## config.mk

```make
export PLATFORM = sky130hd
export DESIGN_NAME = subtracter_32bit_flat
export DESIGN_NICKNAME = d
export VERILOG_FILES = /design/src/rtl/subtracter_32bit_if.sv /design/src/rtl/subtracter_32bit.sv /design/src/flat_wrapper.sv
export SDC_FILE = /design/constraint.sdc
export NUM_CORES = 1
export LEC_CHECK = 0
export CORE_ASPECT_RATIO = 0.9
export CORE_MARGIN = 1
export CORE_UTILIZATION = 49
export DETAILED_ROUTE_END_ITERATION = 8
export GPL_ROUTABILITY_DRIVEN = 0
export GPL_TIMING_DRIVEN = 0
export PLACE_DENSITY_LB_ADDON = 0.25
export SLEW_MARGIN = 15
export SYNTH_ARGS = -nofsm -noshare
export SYNTH_HDL_FRONTEND = slang
export SYNTH_SLANG_ARGS = --single-unit
```

## constraint.sdc

```tcl
create_clock -name clk -period 1.29 [get_ports clk]
set_input_delay 0.3225 -clock clk [delete_from_list [all_inputs] [get_ports clk]]
set_output_delay 0.3225 -clock clk [all_outputs]
set_load 0.01 [all_outputs]
```

## src/rtl/subtracter_32bit_if.sv

```systemverilog
// Operand/result bundle for the registered subtract unit.
// The master drives operands; the slave returns the registered difference and flags.
interface subtracter_32bit_if #(
    parameter int unsigned WIDTH = 32
);
    logic             in_valid;
    logic [WIDTH-1:0] a;
    logic [WIDTH-1:0] b;
    logic             out_valid;
    logic [WIDTH:0]   result;
    logic             zero;
    logic             negative;
    logic             overflow;

    modport master (
        output in_valid,
        output a,
        output b,
        input  out_valid,
        input  result,
        input  zero,
        input  negative,
        input  overflow
    );

    modport slave (
        input  in_valid,
        input  a,
        input  b,
        output out_valid,
        output result,
        output zero,
        output negative,
        output overflow
    );
endinterface

```

## src/rtl/subtracter_32bit.sv

```systemverilog
// Single-cycle registered subtractor: result = {borrow, a - b} plus zero/negative/overflow.
// Outputs update only on a sampled in_valid; out_valid tracks in_valid one cycle late.
module subtracter_32bit #(
    parameter int unsigned WIDTH = 32
) (
    input logic               clk,
    input logic               rst,
    subtracter_32bit_if.slave bus
);
    logic [WIDTH:0]   sum;
    logic [WIDTH-1:0] diff;
    logic             borrow;
    logic             zero_d;
    logic             negative_d;
    logic             overflow_d;

    logic             out_valid_q;
    logic [WIDTH:0]   result_q;
    logic             zero_q;
    logic             negative_q;
    logic             overflow_q;

    // a + ~b + 1; the carry-out is the inverse of the unsigned borrow.
    always_comb begin
        sum        = {1'b0, bus.a} + {1'b0, ~bus.b} + {{WIDTH{1'b0}}, 1'b1};
        diff       = sum[WIDTH-1:0];
        borrow     = ~sum[WIDTH];
        zero_d     = (diff == '0);
        negative_d = diff[WIDTH-1];
        overflow_d = (bus.a[WIDTH-1] != bus.b[WIDTH-1]) && (diff[WIDTH-1] != bus.a[WIDTH-1]);
    end

    always_ff @(posedge clk or posedge rst) begin
        if (rst) begin
            out_valid_q <= 1'b0;
            result_q    <= '0;
            zero_q      <= 1'b0;
            negative_q  <= 1'b0;
            overflow_q  <= 1'b0;
        end else begin
            out_valid_q <= bus.in_valid;
            if (bus.in_valid) begin
                result_q   <= {borrow, diff};
                zero_q     <= zero_d;
                negative_q <= negative_d;
                overflow_q <= overflow_d;
            end
        end
    end

    assign bus.out_valid = out_valid_q;
    assign bus.result    = result_q;
    assign bus.zero      = zero_q;
    assign bus.negative  = negative_q;
    assign bus.overflow  = overflow_q;
endmodule

```

## src/flat_wrapper.sv

```systemverilog
// flat-port wrapper written by rule: the top's interface ports become plain ports
module subtracter_32bit_flat 
#(
    parameter int unsigned WIDTH = 32
)
  (clk, rst, bus_in_valid, bus_a, bus_b, bus_out_valid, bus_result, bus_zero, bus_negative, bus_overflow);
  subtracter_32bit_if #(.WIDTH(WIDTH)) bus_i ();
  input logic clk;
  input logic rst;
  input wire logic [$bits(bus_i.in_valid)-1:0] bus_in_valid;
  input wire logic [$bits(bus_i.a)-1:0] bus_a;
  input wire logic [$bits(bus_i.b)-1:0] bus_b;
  output wire logic [$bits(bus_i.out_valid)-1:0] bus_out_valid;
  output wire logic [$bits(bus_i.result)-1:0] bus_result;
  output wire logic [$bits(bus_i.zero)-1:0] bus_zero;
  output wire logic [$bits(bus_i.negative)-1:0] bus_negative;
  output wire logic [$bits(bus_i.overflow)-1:0] bus_overflow;
  assign bus_i.in_valid = bus_in_valid;
  assign bus_i.a = bus_a;
  assign bus_i.b = bus_b;
  assign bus_out_valid = bus_i.out_valid;
  assign bus_result = bus_i.result;
  assign bus_zero = bus_i.zero;
  assign bus_negative = bus_i.negative;
  assign bus_overflow = bus_i.overflow;
  subtracter_32bit #(.WIDTH(WIDTH)) u_core (.clk(clk), .rst(rst), .bus(bus_i));
endmodule
```

==> results of run 1 <==
==> repair_timing <==
item	4_1_cts
resized for setup	352
setup buffers	83
hold buffers	0
pin swaps	119
gates cloned	1
setup endpoints to repair	72
==> through the flow <==
stage	utilization (%)	setup slack [ps]	instance area (µm²)	instances
after global placement	77.15	-2076	5543	665
after floorplan	-	-1188	4395	469
after detailed placement	77.15	-2125	5543	665
after CTS	94.29	-1269	6774	748
==> logic make-up after synthesis <==
family,after synthesis,share of synthesized area (%)
multiplexers,12,3.600
adder cells (fa/ha/maj),33,11.31
buffers and inverters,68,7.604
AO/OA/AOI/OAI,163,29.98
AND/OR/NAND/NOR,147,20.93
flip-flops,36,24.23
XOR/XNOR,10,2.355
==> metrics, run 1 <==
cell with the most instances after synthesis=inv_1; number of port buffers=103; detailed-placement wirelength estimate=9.015 mm; area leader, netlist=dfrtp_1; Root Buffer=clkbuf_8; syn avg cell area=approximately 7.9 µm²; # H-tree levels=2; Fail Step=global routing; largest net degree at the start of global routing=37; Synth cell types=68; number of flops mapped to enable cells by yosys=0; Die W=93.83 µm; flip-flop and latch count after synthesis=36; most instantiated cells after synthesis=inv_1, dfrtp_1, a21oi_1; Clock Path Buffers=2; Synth Flop Type=dfrtp_1; row count=29; # clock sinks=36; largest cells by area after synthesis=dfrtp_1, ha_1, inv_1; die height=84.65 µm; yosys warns=0; Syn Nets=569; Seq/Total Area, Yosys=24.23%; CTS buffer count=5; Halt Reason=[ERROR DPL-0038] Utilization greater than 100%, impossible to legalize; Cell Area, Synth=~0.0037 mm²; asr flop ratio synth=100.0%; Initial Util=between 50% and 60%; Mapped Cells=469; top-area cell type share of the netlist area=24.23%; worst endpoint after global-route timing repair=u_core.bus.zero$_DFFE_PP0P_/D; status=stopped before the end; WEP type=sequential cell input; number of I/O pins=104
==> inputs of run 2 (changes only) <==
--- a/config.mk
+++ b/config.mk
@@ -5,13 +5,12 @@
 export SDC_FILE = /design/constraint.sdc
 export NUM_CORES = 1
 export LEC_CHECK = 0
-export CORE_ASPECT_RATIO = 0.9
 export CORE_MARGIN = 1
-export CORE_UTILIZATION = 49
+export CORE_UTILIZATION = 40
 export DETAILED_ROUTE_END_ITERATION = 8
 export GPL_ROUTABILITY_DRIVEN = 0
 export GPL_TIMING_DRIVEN = 0
-export PLACE_DENSITY_LB_ADDON = 0.25
+export PLACE_DENSITY_LB_ADDON = 0.15
 export SLEW_MARGIN = 15
 export SYNTH_ARGS = -nofsm -noshare
 export SYNTH_HDL_FRONTEND = slang
==> run 2 against run 1 <==
- the flow now finishes, with violations (DRC, setup timing)
- synthesized area is the same
- synthesized cell count is the same
==> metrics, run 2 <==
status=finished with violations; violated checks=DRC, setup timing; dpl ws=-2090 ps (+34.71 ps); die height=98.42 µm (+16%); Final period util=200.5%; largest cells by area after synthesis=dfrtp_1, ha_1, inv_1; first-pass GRT wire length=21.71 mm; number of I/O pins=104 (unchanged); Max Freq=386.7 MHz; nets=766; DRT Pass-1 Iters=9; antenna cells=0; crit path DAT=2790 ps; initial antenna violation count=0; Worst R2R Path Depth=2; Die W=98.42 µm (+4.9%); Worst Clk Skew=0 ps; Root Buffer=clkbuf_8; setup ws final=-1296 ps; part of the power in the clock network=17.5%; Die ar.=between 0.009 and 0.01 mm²; Final Max Slew Viols=0; Cell Area, Synth=0.003719 mm² (unchanged); PwrDens=879.4 mW/mm²; dpl cell area=0.005562 mm² (+0.34%); syn avg cell area=7.929 µm² (unchanged); vias per cell=slightly above 6; Sw Pwr=2.317 mW; asr flop ratio synth=100.0% (unchanged); Clock Path Buffers=2 (unchanged); Crit Path Class=in2reg; unrepaired setup endpoints after global routing=yes; Period minus WS final=2586 ps; Initial Util=42.02% (-9.7 points); Max-Cap Viols=0; detailed-placement wirelength estimate=8.695 mm (-3.5%); worst vdd ir=0.4887 mV; number of port buffers=103 (unchanged); largest net degree at the start of global routing=37; worst-path fanout max=4; 1st-iter DRT viols=between 400 and 500; Area Growth Syn to Fin=89.50%; share of cells above drive strength 1=52.02%; Final setup viols=32; Tot Pwr=around 6.2 mW; simple-gate portion of the synthesized area=20.93% (unchanged); CP Capture Type=register; most instantiated cells after synthesis=inv_1, dfrtp_1, a21oi_1; Hold Path Stages=3; CTS tree=done; via count=4831; Cell Int Power=3.880 mW; critical path startpoint category=input port; Syn Nets=569 (unchanged); Fillers=507; # H-tree levels=2 (unchanged); HP Class=in2reg; WP data required=about 1500 ps; sw frac=a little under two fifths; max FFs per register=33; Seq pwr share=24.1%; Synth cell types=68 (unchanged); Seq/Total Area, Yosys=24.23% (unchanged); core area=0.008848 mm²; All-Layer GR Usage=approximately 27%; global route total overflow=0; top-area cell type share of the netlist area=24.23% (unchanged); ANT nets after route=0; hold_buf cts=0 (unchanged); post-synthesis compound-gate area fraction=29.98% (unchanged); logic gate share of total power=58.5%; post-synthesis xor/xnor area fraction=2.355% (unchanged); DRC=9; number of flops mapped to enable cells by yosys=0 (unchanged); row count=34 (+17%); yosys warns=0 (unchanged); Layout Utilization=79.64%; vias in the first global route=4585; Mapped Cells=469 (unchanged); Design Area, Final=0.007047 mm²; WL/cell=19.46 µm; largest family of logic cells by synthesized area=compound AO/OA/AOI/OAI gates; CTS buffer count=5 (unchanged); # clock sinks=36 (unchanged); cell with the most instances after synthesis=inv_1; Final Hold Fails=0; sequential cell area=900.9 µm²; Skew-Pair Late Insertion Delay=~280 ps; commonest non-fill, non-tap cell in the layout=buf_4; static leakage=about 3.0 nW; commonest cells after routing, fill and taps aside=buf_4, buf_6, dfrtp_1, clkdlybuf4s15_1, ha_4; mux share of post-synthesis cell area=3.600% (unchanged); worst-margin pin slew=743.2 ps; Synth Flop Type=dfrtp_1; flip-flop and latch count after synthesis=36 (unchanged); area leader, netlist=dfrtp_1; final wirelength=15.08 mm; CTS clk-pin slew, worst paths=around 70 ps; Multi-input gate area=0.003745 mm²; Slew headroom=50.38%; area share of fa/ha/maj cells after synthesis=11.31% (unchanged)
==> run 2: cell counts after synthesis <==
Identical to the previous run, type by type.
==> run 2: stage by stage <==
stage               hold slack, ps  cells  TNS (ps)
global route                 341.6    775    -23710
floorplan                    353.9    469    -19770
finish                       331.5    775    -21850
detailed placement           467.4    680    -50100
global placement             463.3    680    -70320
CTS                          316.3    754    -19650
==> run 2: kinds of logic (layout without fill, tap and decap cells) <==
| group | Yosys count | after routing |
|---|---|---|
| AO/OA/AOI/OAI | 163 | 163 |
| AND/OR/NAND/NOR | 147 | 147 |
| buffers and inverters | 68 | 266 |
| flip-flops | 36 | 36 |
| adder cells (fa/ha/maj) | 33 | 33 |
| multiplexers | 12 | 12 |
| XOR/XNOR | 10 | 10 |
==> run 2: layout make-up <==
class,count,share of cell area (%)
Buffer,8,1.261
Clock buffer,7,1.367
Clock inverter,1,0.4261
Inverter,51,3.640
Multi-Input combinational cell,365,53.14
Sequential cell,36,12.78
Tap cell,108,1.918
Timing Repair Buffer,199,25.46
==> run 2: routing by layer <==
metal	part of all wire [%]	up-vias	wire (µm)	track usage (%)
met4	4.1	0	622	9.759
li1	-	2112	-	-
met5	0	-	0	0
met1	39	2308	5841	34.54
met2	49	333	7400	47.83
met3	8.1	78	1216	3.688
==> run 2: power by group through the flow <==
stage | registers, mW | clock network [mW] | logic, mW
after floorplan | 1.57 | 0 | 1.56
after global placement | 1.50 | 0 | 2.61
after detailed placement | 1.51 | 0 | 2.66
after CTS | 1.48 | 1.08 | 3.13
after global routing | 1.51 | 1.13 | 3.82
final | 1.49 | 1.08 | 3.62
==> run 2: critical path: stages <==
cell       delay [ps]
buf_8              80
inv_8              30
ha_4              150
fa_2              350
nand2b_4          180
a21o_4            260
a211oi_4          290
nor3_4             80
nor4b_2           290
nand4bb_1         190
nor4b_2           260
nand4_1           160
o21ai_1           150
==> run 2: path summary, 6_finish.rpt <==
check | endpoint | start | slack [ps]
max | u_core.bus.zero$_DFFE_PP0P_ | bus_a[0] | -1300
min | u_core.bus.result[0]$_DFFE_PP0P_ | bus_b[0] | 330
max reg2reg | u_core.bus.result[25]$_DFFE_PP0P_ | u_core.bus.result[25]$_DFFE_PP0P_ | 380
min reg2reg | u_core.bus.result[30]$_DFFE_PP0P_ | u_core.bus.result[30]$_DFFE_PP0P_ | 470
max in group asynchronous | u_core.bus.result[31]$_DFFE_PP0P_ | rst | 330
min in group asynchronous | u_core.bus.result[12]$_DFFE_PP0P_ | rst | 490
==> run 2: timing repair <==
action / 4_1_cts / 5_1_grt
pin swaps: 105 / 62
buffers inserted: 74 / 25
resized for setup: 343 / 98
setup endpoints to repair: 72 / 53
Power figures use the tool's default switching activity.
